<file path="config.mk">
export PLATFORM = sky130hd
export DESIGN_NAME = ft_tx
export DESIGN_NICKNAME = d
export VERILOG_FILES = /design/src/rtl/ft_pkg.sv /design/src/rtl/ft_tx_fifo.sv /design/src/rtl/ft_tx.sv
export SDC_FILE = /design/constraint.sdc
export NUM_CORES = 1
export LEC_CHECK = 0
export CAP_MARGIN = 15
export CORE_ASPECT_RATIO = 0.6
export CORE_MARGIN = 2
export CORE_UTILIZATION = 25
export CTS_BUF_LIST = sky130_fd_sc_hd__clkbuf_4
export CTS_CLUSTER_SIZE = 14
export DETAILED_ROUTE_END_ITERATION = 6
export SYNTH_ARGS = -nofsm -noshare
export SYNTH_HDL_FRONTEND = slang
export SYNTH_SLANG_ARGS = --single-unit
</file>
<file path="constraint.sdc">
create_clock -name clk -period 4.1 [get_ports clk]
set_input_delay 1.025 -clock clk [delete_from_list [all_inputs] [get_ports clk]]
set_output_delay 1.025 -clock clk [all_outputs]
set_load 0.02 [all_outputs]
</file>
<file path="src/rtl/ft_pkg.sv">
// ft_pkg: shared types and constants for the FT232H synchronous-FIFO transmitter.
//   ft_tx_state_t : transmit FSM state encoding
//   FT_TX_DEPTH   : default transmit FIFO depth in bytes
//   ft_drives_bus : true in states where the FPGA owns adbus
package ft_pkg;

    localparam int FT_TX_DEPTH = 8;

    typedef enum logic [1:0] {
        ST_IDLE  = 2'd0,
        ST_TURN  = 2'd1,
        ST_WRITE = 2'd2,
        ST_FLUSH = 2'd3
    } ft_tx_state_t;

    function automatic logic ft_drives_bus(input ft_tx_state_t st);
        return (st == ST_TURN) || (st == ST_WRITE);
    endfunction

endpackage

</file>
<file path="src/rtl/ft_tx_fifo.sv">
// ft_tx_fifo: synchronous DEPTH x 8 FIFO with first-word-fall-through head.
//   clk, rst      : clock, synchronous active-high reset (clears contents)
//   push, din     : write a byte (ignored when full)
//   pop           : drop the head byte (ignored when empty)
//   dout          : current head byte
//   full, empty   : occupancy flags
//   count         : number of stored bytes
module ft_tx_fifo
    import ft_pkg::*;
#(
    parameter int DEPTH = FT_TX_DEPTH,
    localparam int AW = $clog2(DEPTH)
) (
    input  logic          clk,
    input  logic          rst,
    input  logic          push,
    input  logic [7:0]    din,
    input  logic          pop,
    output logic [7:0]    dout,
    output logic          full,
    output logic          empty,
    output logic [AW:0]   count
);

    localparam logic [AW:0] FULL_CNT = (AW + 1)'(DEPTH);
    localparam logic [AW:0] PTR_ONE  = {{AW{1'b0}}, 1'b1};

    logic [7:0]  mem_r [DEPTH];
    logic [AW:0] wr_ptr_r;
    logic [AW:0] rd_ptr_r;
    logic        do_push_s;
    logic        do_pop_s;

    // Pointers carry one extra wrap bit so full and empty are distinguishable.
    assign count     = wr_ptr_r - rd_ptr_r;
    assign full      = (count == FULL_CNT);
    assign empty     = (count == {(AW + 1){1'b0}});
    assign do_push_s = push && !full;
    assign do_pop_s  = pop && !empty;
    assign dout      = mem_r[rd_ptr_r[AW-1:0]];

    // Storage and pointers; contents are cleared so the head reads zero after reset.
    always_ff @(posedge clk) begin
        if (rst) begin
            wr_ptr_r <= {(AW + 1){1'b0}};
            rd_ptr_r <= {(AW + 1){1'b0}};
            for (int i = 0; i < DEPTH; i++) begin
                mem_r[i] <= 8'h00;
            end
        end else begin
            if (do_push_s) begin
                mem_r[wr_ptr_r[AW-1:0]] <= din;
                wr_ptr_r                <= wr_ptr_r + PTR_ONE;
            end
            if (do_pop_s) begin
                rd_ptr_r <= rd_ptr_r + PTR_ONE;
            end
        end
    end

endmodule

</file>
<file path="src/rtl/ft_tx.sv">
// ft_tx: FT232H synchronous 245-FIFO transmit path (FPGA -> host).
//   clk, rst            : 60 MHz clkout domain, synchronous active-high reset
//   tx_valid/tx_data    : byte offered by the user, accepted when tx_ready
//   tx_ready            : FIFO has room (low while full or in reset)
//   flush               : request a send-immediate once pending bytes drain
//   txe_n               : FT232H has space (active-low)
//   wr_n, siwu_n        : FT232H write / send-immediate strobes (active-low)
//   adbus_out, adbus_oe : data for adbus and its output enable
//   busy                : FSM active, bytes queued or flush pending
//   tx_count            : bytes accepted by the FT232H, modulo 2^16
module ft_tx
    import ft_pkg::*;
#(
    parameter int DEPTH = FT_TX_DEPTH
) (
    input  logic        clk,
    input  logic        rst,
    input  logic        tx_valid,
    input  logic [7:0]  tx_data,
    output logic        tx_ready,
    input  logic        flush,
    input  logic        txe_n,
    output logic        wr_n,
    output logic        siwu_n,
    output logic [7:0]  adbus_out,
    output logic        adbus_oe,
    output logic        busy,
    output logic [15:0] tx_count
);

    localparam int AW = $clog2(DEPTH);

    ft_tx_state_t state_r;
    ft_tx_state_t state_next_s;
    logic         push_s;
    logic         pop_s;
    logic         last_s;
    logic         full_s;
    logic         empty_s;
    logic [AW:0]  fifo_count_s;
    logic [7:0]   head_s;
    logic         pending_r;
    logic [15:0]  tx_count_r;
    logic         wr_n_r;
    logic         siwu_n_r;
    logic         oe_r;
    logic         wr_n_next_s;
    logic         siwu_n_next_s;
    logic         oe_next_s;

    ft_tx_fifo #(.DEPTH(DEPTH)) u_fifo (
        .clk   (clk),
        .rst   (rst),
        .push  (push_s),
        .din   (tx_data),
        .pop   (pop_s),
        .dout  (head_s),
        .full  (full_s),
        .empty (empty_s),
        .count (fifo_count_s)
    );

    // No push-through: a full FIFO refuses even if the head leaves this cycle.
    assign tx_ready = !full_s && !rst;
    assign push_s   = tx_valid && tx_ready;
    // A byte is taken by the FT232H on each edge where wr_n is low and txe_n is low.
    assign pop_s    = (state_r == ST_WRITE) && !txe_n && !empty_s;
    assign last_s   = (fifo_count_s == {{AW{1'b0}}, 1'b1}) && !push_s;

    assign busy      = (state_r != ST_IDLE) || !empty_s || pending_r;
    assign tx_count  = tx_count_r;
    assign wr_n      = wr_n_r;
    assign siwu_n    = siwu_n_r;
    assign adbus_oe  = oe_r;
    assign adbus_out = head_s;

    // FSM state register.
    always_ff @(posedge clk) begin
        if (rst) begin
            state_r <= ST_IDLE;
        end else begin
            state_r <= state_next_s;
        end
    end

    // Next-state logic; a flush waits until every queued byte has gone.
    always_comb begin
        state_next_s = ST_IDLE;
        case (state_r)
            ST_IDLE: begin
                if (!empty_s && !txe_n) begin
                    state_next_s = ST_TURN;
                end else if (pending_r && empty_s) begin
                    state_next_s = ST_FLUSH;
                end else begin
                    state_next_s = ST_IDLE;
                end
            end
            ST_TURN:  state_next_s = ST_WRITE;
            ST_WRITE: begin
                if (txe_n) begin
                    state_next_s = ST_IDLE;
                end else if (last_s) begin
                    state_next_s = ST_IDLE;
                end else begin
                    state_next_s = ST_WRITE;
                end
            end
            ST_FLUSH: state_next_s = ST_IDLE;
            default:  state_next_s = ST_IDLE;
        endcase
    end

    // Strobe decode from the next state so the registered strobes line up with state_r.
    always_comb begin
        wr_n_next_s   = 1'b1;
        siwu_n_next_s = 1'b1;
        oe_next_s     = ft_drives_bus(state_next_s);
        case (state_next_s)
            ST_WRITE: wr_n_next_s   = 1'b0;
            ST_FLUSH: siwu_n_next_s = 1'b0;
            default: begin
                wr_n_next_s   = 1'b1;
                siwu_n_next_s = 1'b1;
            end
        endcase
    end

    // Registered FT232H strobes and bus enable.
    always_ff @(posedge clk) begin
        if (rst) begin
            wr_n_r   <= 1'b1;
            siwu_n_r <= 1'b1;
            oe_r     <= 1'b0;
        end else begin
            wr_n_r   <= wr_n_next_s;
            siwu_n_r <= siwu_n_next_s;
            oe_r     <= oe_next_s;
        end
    end

    // Sticky flush request; a pulse during the FLUSH cycle re-arms it.
    always_ff @(posedge clk) begin
        if (rst) begin
            pending_r <= 1'b0;
        end else if (flush) begin
            pending_r <= 1'b1;
        end else if (state_r == ST_FLUSH) begin
            pending_r <= 1'b0;
        end else begin
            pending_r <= pending_r;
        end
    end

    // Count of bytes accepted by the FT232H.
    always_ff @(posedge clk) begin
        if (rst) begin
            tx_count_r <= 16'd0;
        end else if (pop_s) begin
            tx_count_r <= tx_count_r + 16'd1;
        end else begin
            tx_count_r <= tx_count_r;
        end
    end

endmodule

</file>
After elaboration in Yosys (flattened, before gate mapping)

Memories as Yosys holds them, arrays and structs flattened. A register that Yosys moved wholly into a read port is not among the register bits.
Index checks and enable logic that the tools add are counted.

Logic and storage cells: 62
Output and inout port bits: 29
Memory bits (writable): 64
Bits in read-only memories: 0
Register bits: 30
Bits in latches: 0
Memories: 1
Input bits: 13

Memories:

| memory       | depth | bits a word | read ports | clocked after Yosys merged registers in | write ports | line             | RTL |
|---|---|---|---|---|---|---|---|
| u_fifo.mem_r | 8     | 8           | 1          | 1                                       | 8           | ft_tx_fifo.sv:28 | `logic [7:0] mem_r [DEPTH];` |

$mul: 0
Divide/modulo/power cells: 0
Equal/unequal tests: 8
$add $sub $neg: 4
Reduce and logical (&&, ||, !) cells: 22
Multiplexer cells: 19
Order comparisons: 0
Bitwise logic cells: 0
Shift-type cells: 0

Operators with widths:

| cell                                                 | count |
|---|---|
| adder 16 x 1 -> 16 bit (second input constant)       | 1 |
| 2-to-1 mux 1 bit                                     | 10 |
| logical AND 1 bit                                    | 9 |
| 2-to-1 mux 3 bit                                     | 3 |
| adder 4 x 1 -> 4 bit (second input constant)         | 2 |
| equality test 2 bit (second input constant)          | 4 |
| 2-to-1 mux 2 bit                                     | 4 |
| 2-to-1 mux 8 bit                                     | 1 |
| case mux 2 bit (4 select lines)                      | 1 |
| OR reduction 8 bit                                   | 1 |
| zero test 1 bit                                      | 5 |
| equality test 2 x 1 -> 1 bit (second input constant) | 2 |
| equality test 4 x 1 -> 1 bit (second input constant) | 1 |
| equality test 4 bit (second input constant)          | 1 |
| zero test 4 bit                                      | 1 |
| nonzero test 2 bit                                   | 2 |
| subtractor 4 bit                                     | 1 |
| logical OR 1 bit                                     | 3 |
| zero test 2 bit                                      | 1 |

Logic depth before layout (Yosys ltp)

Depth in word-level cells: 12
Mapped depth: 11
Depth with buffers taken out: 11

Modules after synthesis

Synthesis repeated with hierarchy kept, for this count alone.

Cell total of the unflattened synthesis: 381
Area, all modules: 4475.5 um2

By module, submodules not included:

| module     | area an instance (um2) | cells an instance | sequential area each (um2) | instances |
|---|---|---|---|---|
| ft_tx_fifo | 3477.1                 | 267               | 2142.1                     | 1 |
| ft_tx      | 998.5                  | 114               | 440.4                      | 1 |

Worst setup path before layout

OpenSTA, ideal clock, no wires.

Kind: register to output
Start point: register u_fifo.wr_ptr_r[0]
End point: output port tx_ready
Required time: 3075 ps
Path buffers: 0
Stages on the path, launching flop included: 9
Slack: 574 ps
Data arrival time: 2501 ps
Cells stage by stage: dfxtp_1 inv_1 ha_1 inv_1 fa_1 inv_1 nand3_2 nor3_4 nor2_1

Longest elaborated chain between the ends: 4

RTL lines:

| item                   | line             | RTL |
|---|---|---|
| from (decl)            | ft_tx_fifo.sv:29 | `logic [AW:0] wr_ptr_r;` |
| from (signal assigned) | ft_tx_fifo.sv:45 | `wr_ptr_r <= {(AW + 1){1'b0}};` |
| from (signal assigned) | ft_tx_fifo.sv:53 | `wr_ptr_r <= wr_ptr_r + PTR_ONE;` |
| subtractor 4 bit       | ft_tx_fifo.sv:35 | `assign count = wr_ptr_r - rd_ptr_r;` |
| equality test 4 bit    | ft_tx_fifo.sv:36 | `assign full = (count == FULL_CNT);` |
| zero test 1 bit        | ft_tx.sv:64      | `assign tx_ready = !full_s && !rst;` |
| logical AND 1 bit      | ft_tx.sv:64      |  |
| to (decl)              | ft_tx.sv:20      | `output logic tx_ready,` |

Every way passes these cells.

Worst setup path in the final report

Start point: register u_fifo.wr_ptr_r[0]
End point: output port busy

Longest elaborated chain between the ends: 5

RTL lines:

| item                          | line             | RTL |
|---|---|---|
| subtractor 4 bit              | ft_tx_fifo.sv:35 |  |
| zero test 4 bit               | ft_tx_fifo.sv:37 | `assign empty = (count == {(AW + 1){1'b0}});` |
| zero test 1 bit               | ft_tx.sv:70      | `assign busy = (state_r != ST_IDLE) \|\| !empty_s \|\| pending_r;` |
| logical OR 1 bit (2 in a row) | ft_tx.sv:70      |  |
| to (decl)                     | ft_tx.sv:27      | `output logic busy,` |

Every way passes these cells.

==> results.md <==
* Setup bufs post-CTS at 0
* Power Total at 2.25 mW
* Largest net degree at the start of global routing at 32
* Gr ovfl total at 0
* Critical Path Most Common Cell: inv_1
* # rows at 38
* Area growth from synthesis to layout at 19.5%
* Vias in the first global route at 3031
* CTS tree: built
* DR vias at 3050
* Worst setup EP type: output pin
* Min Clock Period, post-route at 3.86 ns
* Synthesized cell area at 0.00468 sq mm
* Pwr Density at 402 mW/mm^2
* Top routing layer used: met4
* Routed vias/inst at 4.60
* Clk slew on worst S/H paths at 0.15 ns
* # Max-Cap Violations at 0
* CP Max Fanout at 3
* Post-route design area at 0.00560 sq mm
* Detailed placement HPWL at 7.87 mm
* Critical Path Start Type: register
* Most frequent cells in the layout: and2_1, edfxtp_1, clkdlybuf4s50_1
* Die width at 181 microns
* TritonRoute pass-1 iters at 4
* Root Buffer: clkbuf_4
* Worst-path cell chain: inv_1 > ha_1 > inv_1 > fa_1 > xnor2_2 > and3_1 > o21ai_0 > or4_1 > dlygate4sd2_1
* Port Buffers at 41
* Status: finished clean
* Share of layout cells above drive strength 1 at 17.0%
* Initial antenna violation count at 0
* Worst Tran Pin Value at 0.998 ns
* DRT met1 WL at 5.51 mm
* Share of power burned in registers at 50.9%
* Lkg Pwr at 1.91 nW
* Final cell count without fillers at 663
* Routed Antenna Nets at 0
* Async set-reset flop share out of synthesis at 0%
* Routed length on met3 at 532 microns
* Clock H-tree levels at 3
* Clock Latency Late Sink at 0.46 ns
* CTS sink cnt at 97
* Slew headroom at 33.5%
* Worst Setup Path Type: register to output pin
* P_sw at 0.656 mW
* Flops & latches, synth at 97
* Gpl congestion at 0.762
* Final Skew at 0.0188 ns
* Clock Power Share at 26.0%
* Total CTS buffers at 9
* Critical path's top delay family: simple AND/OR/NAND/NOR gates
* First-pass GRT wire length at 17.1 mm
* Initial drt markers at 188
* Die Span Y at 110 microns
* GRT Resource Usage Total at 11.5%
* Post-synth top area share at 41.0%
* Placed cells at 647
* Average routed wire per standard cell at 16.1 microns
* Final setup violation count at 0
* CP Buf/Inv Count at 3
* Logic gate share of total power at 23.1%
* CP Data Arrival Time at 2.83 ns
* Max Clk Rate at 0.259 GHz
* Starting Density at 25.7%
* RSZ-0062 raised after global routing: false
* Synth area leader: edfxtp_1
* Ys Warns at 0
* Filler Cell Count at 1822
* Fin crit share at 94.1%
* Post-synthesis cell count at 366
* Die ar. at 0.0199 sq mm
* Fin. Hold Viols at 0
* Internal at 1.59 mW
* Slew Viols, Final at 0
* Metal2 WL at 4.56 mm
* Placed inst area at 0.00543 sq mm
* Required @ worst endpoint at 3.07 ns
* Top cells by area, synth: edfxtp_1, dfxtp_1, and2_1
* Slowest-stage cell, CP: fa_1
* Synthesized area per cell at 12.8 sq um
* CTS Buffer Depth at 2
* Yosys cell types at 47
* Syn Nets at 388
* Worst vdd ir at 125 uV
* Hold WC Path Type: register to register
* Wirelength, routed at 10.7 mm
* Post-synth EDFFs at 64
* Drt drc at 0
* Setup TNS at 0 ns
* Sw Ratio at 29.2%
* Antenna fix cells at 0
* Sequential area share after synthesis at 55.1%
* Core ar. at 0.0182 sq mm
* Final nets at 440
* CP max stage delay at 0.40 ns
* Most used DFF post-synth: edfxtp_1
* IO Pins at 42
## stage by stage
stage	util [%]	setup slack [ns]	hold slack, ns
floorplan	-	0.574	0.480
global placement	29.8	0.521	0.476
detailed placement	29.8	0.439	0.491
CTS	30.7	0.205	0.510
global route	30.7	0.0509	0.545
finish	30.7	0.243	0.502
## sequential cells by signal (all words and copies together), names as in the netlist, named ones only
| register | cells |
|---|---|
| u_fifo.rd_ptr_r | 4 |
| u_fifo.mem_r | 64 |
| siwu_n | 1 |
| pending_r | 1 |
| tx_count | 16 |
| adbus_oe | 1 |
| wr_n | 1 |
| state_r | 2 |
| u_fifo.wr_ptr_r | 4 |
## Yosys cell counts, types with 8 or more instances
cell,number
or3_1,10
nand3_1,11
o21ai_1,10
or4_1,9
nor2_1,16
inv_1,12
and2_1,64
mux2_2,8
edfxtp_1,64
a21oi_1,19
ha_1,8
mux4_2,16
o31ai_1,10
nand2_1,8
dfxtp_1,33
## power by group through the flow
| stage | clock, mW | combinational [mW] | sequential [mW] |
|---|---|---|---|
| after floorplan | 0 | 0.326 | 1.18 |
| after global placement | 0 | 0.514 | 1.16 |
| after detailed placement | 0 | 0.525 | 1.17 |
| after CTS | 0.605 | 0.525 | 1.14 |
| after global routing | 0.646 | 0.565 | 1.15 |
| final | 0.585 | 0.518 | 1.14 |
## cell type report
| class | instances | area [sq um] | share of cell area, % |
|---|---|---|---|
| clock buffers | 11 | 82.6 | 1.48 |
| clock inverters | 5 | 77.6 | 1.39 |
| inverters | 12 | 45.0 | 0.805 |
| multi-input cells | 244 | 2000 | 35.7 |
| flip-flops and latches | 97 | 2580 | 46.2 |
| well taps | 240 | 300 | 5.37 |
| repair buffers | 54 | 507 | 9.05 |
## tightest hold or removal path: cells and delay by family (launching register included)
kind           cells  cell delay, ns
AO/OA/AOI/OAI      2            0.13
flip-flops         1            0.35
## cell families after synthesis
logic type	Yosys count	share of synthesized area, %
AO/OA/AOI/OAI	46	6.31
buffers and inverters	25	2.30
flip-flops	97	55.1
AND/OR/NAND/NOR	154	21.9
XOR/XNOR	7	1.31
multiplexers	28	10.5
adder cells (fa/ha/maj)	9	2.56
## final timing paths
| check | slack (ns) | endpoint | cells past startpoint | startpoint |
|---|---|---|---|---|
| setup / recovery | 0.24 | busy | 9 | u_fifo.wr_ptr_r[0] |
| setup reg to reg | 1.04 | tx_count[1] | 10 | u_fifo.wr_ptr_r[0] |
| hold reg to reg | 0.50 | tx_count[11] | 2 | tx_count[11] |
| hold / removal | 0.50 | tx_count[11] | 2 | tx_count[11] |
## per-layer routing
metal,vias up,global-route usage (%)
met1,1530,16.8
met5,-,0
li1,1457,-
met2,54,16.9
met3,9,2.92
met4,0,2.59
## timing repair
item                       in CTS  in global routing
resized for setup               3                  0
hold buffers                    0                  0
hold endpoints to repair        0                  0
setup endpoints to repair       1                  0
Note: power is estimated with default switching activity, not from simulation.
